===== src/rtl/fma16_mul_seq_if.sv =====
// Operand/result bus between the upstream source, this multiplier and the FMA adder stage.
// Handshake: a transfer happens on a rising edge where valid and ready are both high; a source
// holds valid and its payload stable until that edge, and ready never depends on valid.
interface fma16_mul_seq_if;
   logic        in_valid;
   logic        in_ready;
   logic [15:0] x;
   logic [15:0] y;
   logic [15:0] z;
   logic        out_valid;
   logic        out_ready;
   logic [15:0] product;
   logic [15:0] x_q;
   logic [15:0] y_q;
   logic [15:0] z_q;
   logic [21:0] pm_raw;
   logic [6:0]  pe_raw;
   logic [1:0]  fsm_state;

   modport master (
      output in_valid, x, y, z, out_ready,
      input  in_ready, out_valid, product, x_q, y_q, z_q, pm_raw, pe_raw, fsm_state
   );

   modport slave (
      input  in_valid, x, y, z, out_ready,
      output in_ready, out_valid, product, x_q, y_q, z_q, pm_raw, pe_raw, fsm_state
   );
endinterface


===== src/rtl/fma16_mul_seq.sv =====
// Iterative binary16 multiplier: 11-cycle shift-and-add significand product, then one
// normalise/round/pack cycle; results and captured operands feed the FMA adder stage.
module fma16_mul_seq #(
   parameter int MANT_W = 10,
   parameter int BIAS   = 15
) (
   input logic           clk,
   input logic           reset_n,
   fma16_mul_seq_if.slave bus
);
   localparam int SIG_W = MANT_W + 1;
   localparam int ACC_W = 2 * SIG_W;

   typedef enum logic [1:0] {IDLE, MUL, NORM, DONE} state_t;
   typedef enum logic [1:0] {SP_NONE, SP_NAN, SP_INF, SP_ZERO} spec_t;

   state_t             state;
   spec_t              spec;
   spec_t              spec_in;
   logic [3:0]         cnt;
   logic [ACC_W-1:0]   acc;
   logic [SIG_W-1:0]   mcand;
   logic [SIG_W-1:0]   mplier;
   logic signed [6:0]  pe;
   logic               sign;

   logic               x_nan, y_nan, x_inf, y_inf, x_zero, y_zero;
   logic signed [6:0]  e_n;
   logic signed [6:0]  e_r;
   logic [9:0]         m_n;
   logic               g_bit;
   logic               s_bit;
   logic [10:0]        m_sum;
   logic [15:0]        packed_res;

   assign bus.fsm_state = state;

   // Operand classification is done on the bus at accept so NORM only has to select.
   always_comb begin
      x_nan   = (bus.x[14:10] == 5'h1F) && (bus.x[9:0] != 10'h0);
      y_nan   = (bus.y[14:10] == 5'h1F) && (bus.y[9:0] != 10'h0);
      x_inf   = (bus.x[14:10] == 5'h1F) && (bus.x[9:0] == 10'h0);
      y_inf   = (bus.y[14:10] == 5'h1F) && (bus.y[9:0] == 10'h0);
      x_zero  = (bus.x[14:10] == 5'h00);
      y_zero  = (bus.y[14:10] == 5'h00);
      spec_in = SP_NONE;
      if (x_nan || y_nan || (x_inf && y_zero) || (y_inf && x_zero))
         spec_in = SP_NAN;
      else if (x_inf || y_inf)
         spec_in = SP_INF;
      else if (x_zero || y_zero)
         spec_in = SP_ZERO;
   end

   always_comb begin
      if (acc[21]) begin
         e_n   = pe + 7'sd1;
         m_n   = acc[20:11];
         g_bit = acc[10];
         s_bit = |acc[9:0];
      end else begin
         e_n   = pe;
         m_n   = acc[19:10];
         g_bit = acc[9];
         s_bit = |acc[8:0];
      end
      m_sum = {1'b0, m_n} + {10'b0, g_bit & (s_bit | m_n[0])};
      // A carry out of the mantissa leaves m_sum[9:0] at zero, which is the required mantissa.
      e_r = e_n + $signed({6'b0, m_sum[10]});
      if (e_r >= 7'sd31)
         packed_res = {sign, 5'h1F, 10'h000};
      else if (e_r <= 7'sd0)
         packed_res = {sign, 15'h0000};
      else
         packed_res = {sign, e_r[4:0], m_sum[9:0]};
      case (spec)
         SP_NAN:  packed_res = 16'h7E00;
         SP_INF:  packed_res = {sign, 15'h7C00};
         SP_ZERO: packed_res = {sign, 15'h0000};
         default: ;
      endcase
   end

   always_ff @(posedge clk) begin
      if (!reset_n) begin
         state         <= IDLE;
         spec          <= SP_NONE;
         cnt           <= 4'd0;
         acc           <= '0;
         mcand         <= '0;
         mplier        <= '0;
         pe            <= '0;
         sign          <= 1'b0;
         bus.in_ready  <= 1'b1;
         bus.out_valid <= 1'b0;
         bus.product   <= '0;
         bus.x_q       <= '0;
         bus.y_q       <= '0;
         bus.z_q       <= '0;
         bus.pm_raw    <= '0;
         bus.pe_raw    <= '0;
      end else begin
         case (state)
            IDLE: begin
               if (bus.in_valid && bus.in_ready) begin
                  state        <= MUL;
                  bus.in_ready <= 1'b0;
                  bus.x_q      <= bus.x;
                  bus.y_q      <= bus.y;
                  bus.z_q      <= bus.z;
                  mcand        <= {1'b1, bus.x[9:0]};
                  mplier       <= {1'b1, bus.y[9:0]};
                  acc          <= '0;
                  cnt          <= 4'd0;
                  pe           <= $signed({2'b00, bus.x[14:10]} + {2'b00, bus.y[14:10]} - 7'(BIAS));
                  sign         <= bus.x[15] ^ bus.y[15];
                  spec         <= spec_in;
               end
            end
            MUL: begin
               if (mplier[cnt])
                  acc <= acc + ({{SIG_W{1'b0}}, mcand} << cnt);
               if (cnt == 4'd10)
                  state <= NORM;
               else
                  cnt <= cnt + 4'd1;
            end
            NORM: begin
               bus.product   <= packed_res;
               bus.pm_raw    <= acc;
               bus.pe_raw    <= pe;
               bus.out_valid <= 1'b1;
               state         <= DONE;
            end
            DONE: begin
               if (bus.out_ready) begin
                  bus.out_valid <= 1'b0;
                  bus.in_ready  <= 1'b1;
                  state         <= IDLE;
               end
            end
            default: state <= IDLE;
         endcase
      end
   end
endmodule


===== src/flat_wrapper.sv =====
// flat-port wrapper written by rule: the top's interface ports become plain ports
module fma16_mul_seq_flat 
#(
   parameter int MANT_W = 10,
   parameter int BIAS   = 15
)
  (clk, reset_n, bus_in_valid, bus_x, bus_y, bus_z, bus_out_ready, bus_in_ready, bus_out_valid, bus_product, bus_x_q, bus_y_q, bus_z_q, bus_pm_raw, bus_pe_raw, bus_fsm_state);
  fma16_mul_seq_if bus_i ();
  input logic clk;
  input logic reset_n;
  input wire logic [$bits(bus_i.in_valid)-1:0] bus_in_valid;
  input wire logic [$bits(bus_i.x)-1:0] bus_x;
  input wire logic [$bits(bus_i.y)-1:0] bus_y;
  input wire logic [$bits(bus_i.z)-1:0] bus_z;
  input wire logic [$bits(bus_i.out_ready)-1:0] bus_out_ready;
  output wire logic [$bits(bus_i.in_ready)-1:0] bus_in_ready;
  output wire logic [$bits(bus_i.out_valid)-1:0] bus_out_valid;
  output wire logic [$bits(bus_i.product)-1:0] bus_product;
  output wire logic [$bits(bus_i.x_q)-1:0] bus_x_q;
  output wire logic [$bits(bus_i.y_q)-1:0] bus_y_q;
  output wire logic [$bits(bus_i.z_q)-1:0] bus_z_q;
  output wire logic [$bits(bus_i.pm_raw)-1:0] bus_pm_raw;
  output wire logic [$bits(bus_i.pe_raw)-1:0] bus_pe_raw;
  output wire logic [$bits(bus_i.fsm_state)-1:0] bus_fsm_state;
  assign bus_i.in_valid = bus_in_valid;
  assign bus_i.x = bus_x;
  assign bus_i.y = bus_y;
  assign bus_i.z = bus_z;
  assign bus_i.out_ready = bus_out_ready;
  assign bus_in_ready = bus_i.in_ready;
  assign bus_out_valid = bus_i.out_valid;
  assign bus_product = bus_i.product;
  assign bus_x_q = bus_i.x_q;
  assign bus_y_q = bus_i.y_q;
  assign bus_z_q = bus_i.z_q;
  assign bus_pm_raw = bus_i.pm_raw;
  assign bus_pe_raw = bus_i.pe_raw;
  assign bus_fsm_state = bus_i.fsm_state;
  fma16_mul_seq #(.MANT_W(MANT_W), .BIAS(BIAS)) u_core (.clk(clk), .reset_n(reset_n), .bus(bus_i));
endmodule

===== config.mk =====
export PLATFORM = sky130hd
export DESIGN_NAME = fma16_mul_seq_flat
export DESIGN_NICKNAME = d
export VERILOG_FILES = /design/src/rtl/fma16_mul_seq_if.sv /design/src/rtl/fma16_mul_seq.sv /design/src/flat_wrapper.sv
export SDC_FILE = /design/constraint.sdc
export NUM_CORES = 1
export LEC_CHECK = 0
export BUFFER_PORTS_ARGS = -buffer_cell sky130_fd_sc_hd__buf_2
export CORE_MARGIN = 10
export CORE_UTILIZATION = 30
export CTS_CLUSTER_SIZE = 24
export DETAILED_ROUTE_END_ITERATION = 12
export PLACE_DENSITY = 0.6
export SLEW_MARGIN = 10
export SYNTH_ARGS = -nofsm -noshare
export SYNTH_HDL_FRONTEND = slang
export SYNTH_SLANG_ARGS = --single-unit
export TNS_END_PERCENT = 5

===== constraint.sdc =====
create_clock -name clk -period 5.1 [get_ports clk]
set_input_delay 0.255 -clock clk [delete_from_list [all_inputs] [get_ports clk]]
set_output_delay 0.255 -clock clk [all_outputs]
set_load 0.1 [all_outputs]

==> flow_metrics.env <==
export IMPL_outcome="completed"
export IMPL_cts_sinks=134
export IMPL_drt_iter0_drc=580
export IMPL_crit_type="flip-flop to flip-flop"
export IMPL_total_power_mw=4.48
export IMPL_synth_seq_area_share=0.331
export IMPL_h_tree_depth=4
export IMPL_post_cts_resize_count=0
export IMPL_grt_total_usage=0.150
export IMPL_via_per_inst=5.25
export IMPL_setup_violations=0
export IMPL_slew_violations=0
export IMPL_drtPass1Iterations=6
export IMPL_power_density_nw_per_um2=461
export IMPL_cp_max_fo=38
export IMPL_yosys_top_cells_area="dfxtp_1, nand2_1, a21oi_1"
export IMPL_crit_required_ps=5410
export IMPL_grt_max_degree=62
export IMPL_yosys_register_bits=134
export IMPL_cap_viol_max_count=0
export IMPL_gp_congestion=0.895
export IMPL_cts_tree="built"
export IMPL_wl_per_cell_um=17.2
export IMPL_slew_limit_headroom=0.334
export IMPL_final_core_util=0.363
export IMPL_grt_pass1_wl_um=41300
export IMPL_async_reset_ff_frac=0
export IMPL_ys_flop_type="dfxtp_1"
export IMPL_yosysTopAreaCell="dfxtp_1"
export IMPL_yosysMostFrequentCell="nand2_1"
export IMPL_tns_ps=0
export IMPL_holdWs_ps=61.5
export IMPL_antenna_left=0
export IMPL_fin_crit_sh=0.861
export IMPL_cts_root_buf="clkbuf_16"
export IMPL_cts_made_buffers=17
export IMPL_rsz0062_at_grt="no"
export IMPL_routed_wl_um=25500
export IMPL_crit_path_end_kind="flip-flop"
export IMPL_n_antenna_cell=0
export IMPL_dieHeight_um=184
export IMPL_syn_to_final_growth_pct=19.8
export IMPL_worstHoldPathType="input port to flip-flop"
export IMPL_tightest_slew_ps=998
export IMPL_die_w_um=184
export IMPL_die_area_um2=34000
export IMPL_syn_num_nets=1125
export IMPL_syn_area_um2=8110
export IMPL_cts_buffer_depth=2
export IMPL_rows=60
export IMPL_ys_types=72
export IMPL_io_pins=149
export IMPL_dp_hpwl_um=18800
export IMPL_vias=7799
export IMPL_postCtsHoldBufs=0
export IMPL_grt_pass1_vias=7543
export IMPL_synth_edff_count=0
export IMPL_timing_fmax_mhz=228
export IMPL_clk_pin_slew_ps=60
export IMPL_nNetsFinal=1227
export IMPL_synth_common_cells="nand2_1, dfxtp_1, a21oi_1"
export IMPL_post_cts_buffers=0
export IMPL_yosysWarningCount=0
export IMPL_cellLeakagePower_nw=3.94
export IMPL_drive_gt1_frac=0.187
export IMPL_cp_start_kind="flip-flop"
export IMPL_synthCells=1030
export IMPL_finalHoldViolCount=0
export IMPL_cp_arrival_ps=4700
export IMPL_place_ws_ps=768
export IMPL_antenna_found_initial=2
export IMPL_grt_overflow_total=0
export IMPL_fin_ws_ps=707
export IMPL_vdd_ir_drop_max_uv=315
export IMPL_start_util=0.303
export IMPL_period_minus_slack_ps=4390
export IMPL_avgSynthCellArea_um2=7.87
export IMPL_port_buffers=148
export IMPL_clk_latency_ps=430
export IMPL_route_detailed_drc=0
export IMPL_synth_top_area_frac=0.331
export IMPL_fin_skew_ps=9.66
export IMPL_core_um2=26800
[placed cells by master (no fill, tap or decap), drive strengths merged, types with 6 or more instances in the layout]
master and count:
a21o 11, o22ai 6, mux2 6, o31ai 14, o21ai 38, a31oi 8
buf 157, clkinv 6, a211oi 14, nand4 10, bufinv 7, mux4 8
nor2 89, mux2i 47, and2 8, nor4 9, a21oi 110, nor3 14
xor2 6, xnor2 17, ha 41, clkbuf 20, nand2b 6, nor2b 9
o21a 6, or3 9, and3 9, dfxtp 134, nand3 41, inv 28
nand2 174
[routing by layer]
layer  vias up  part of all wire  global-route usage
met4         4             0.019              0.0515
li1       3896                 -                   -
met5         -           0.00067                   0
met1      3601              0.46               0.192
met2       250              0.44               0.232
met3        48             0.078              0.0496
[power breakdown]
group | internal (mW) | switching, mW
registers | 1.16 | 0.135
logic | 0.397 | 1.31
clock network | 0.981 | 0.494
[final timing paths]
kind	endpoint	start	slack, ps	depth (start not counted)
setup / recovery	u_core.bus.product[11]$_SDFFE_PN0P_	u_core.acc[21]$_SDFFE_PN0P_	710	15
hold / removal	u_core.bus.z_q[9]$_SDFFE_PN0P_	bus_z[9]	60	3
setup reg to reg	u_core.bus.product[11]$_SDFFE_PN0P_	u_core.acc[21]$_SDFFE_PN0P_	710	15
hold reg to reg	u_core.bus.z_q[2]$_SDFFE_PN0P_	u_core.bus.z_q[2]$_SDFFE_PN0P_	450	2
[stage by stage]
| stage | instances | cell area [um2] |
|---|---|---|
| 5_1_grt | 1486 | 9720 |
| 3_5_place_dp | 1454 | 9020 |
| 6_report | 1486 | 9720 |
| 4_1_cts | 1486 | 9720 |
| 2_1_floorplan | 1030 | 8110 |
| 3_3_place_gp | 1454 | 9020 |
[worst max-delay path, cell delays in order, from the launching register on]
cell	delay, ps
dfxtp_1	390
buf_4	290
o21ai_0	200
ha_1	230
nand3_1	110
nor2_1	250
nand3_1	150
a211oi_1	270
ha_1	250
ha_1	250
nand4b_1	230
o21ai_0	230
nand4_1	180
mux2i_1	510
nand2_1	370
a221oi_1	360
[registers in the layout (all words and copies together) (netlist names), 4 cells and up]
name / count
u_core.acc: 22
u_core.bus.pm_raw: 22
u_core.bus.product: 16
u_core.bus.y_q: 16
u_core.bus.z_q: 16
u_core.mcand: 11
u_core.bus.pe_raw: 7
u_core.pe: 7
u_core.bus.x_q: 6
u_core.cnt: 4
[final cells by class]
cell class	instances	area [um2]
well taps	341	427
inverters	30	114
clock buffers	20	447
multi-input cells	792	4990
repair buffers	157	808
flip-flops and latches	134	2680
fillers	2745	17100
clock inverters	12	249
[logic make-up (layout without fill, tap and decap cells)]
| group | Yosys count | count (layout) | share of synthesized area |
|---|---|---|---|
| and+or+nand+nor | 400 | 400 | 0.223 |
| AOI/OAI and AO/OA | 264 | 264 | 0.207 |
| DFF | 134 | 134 | 0.331 |
| buffers and inverters | 104 | 219 | 0.0551 |
| muxes | 61 | 61 | 0.0886 |
| adders and majority gates | 43 | 43 | 0.0682 |
| xor gates and xnor gates | 24 | 24 | 0.0276 |
Power figures use the tool's default switching activity.
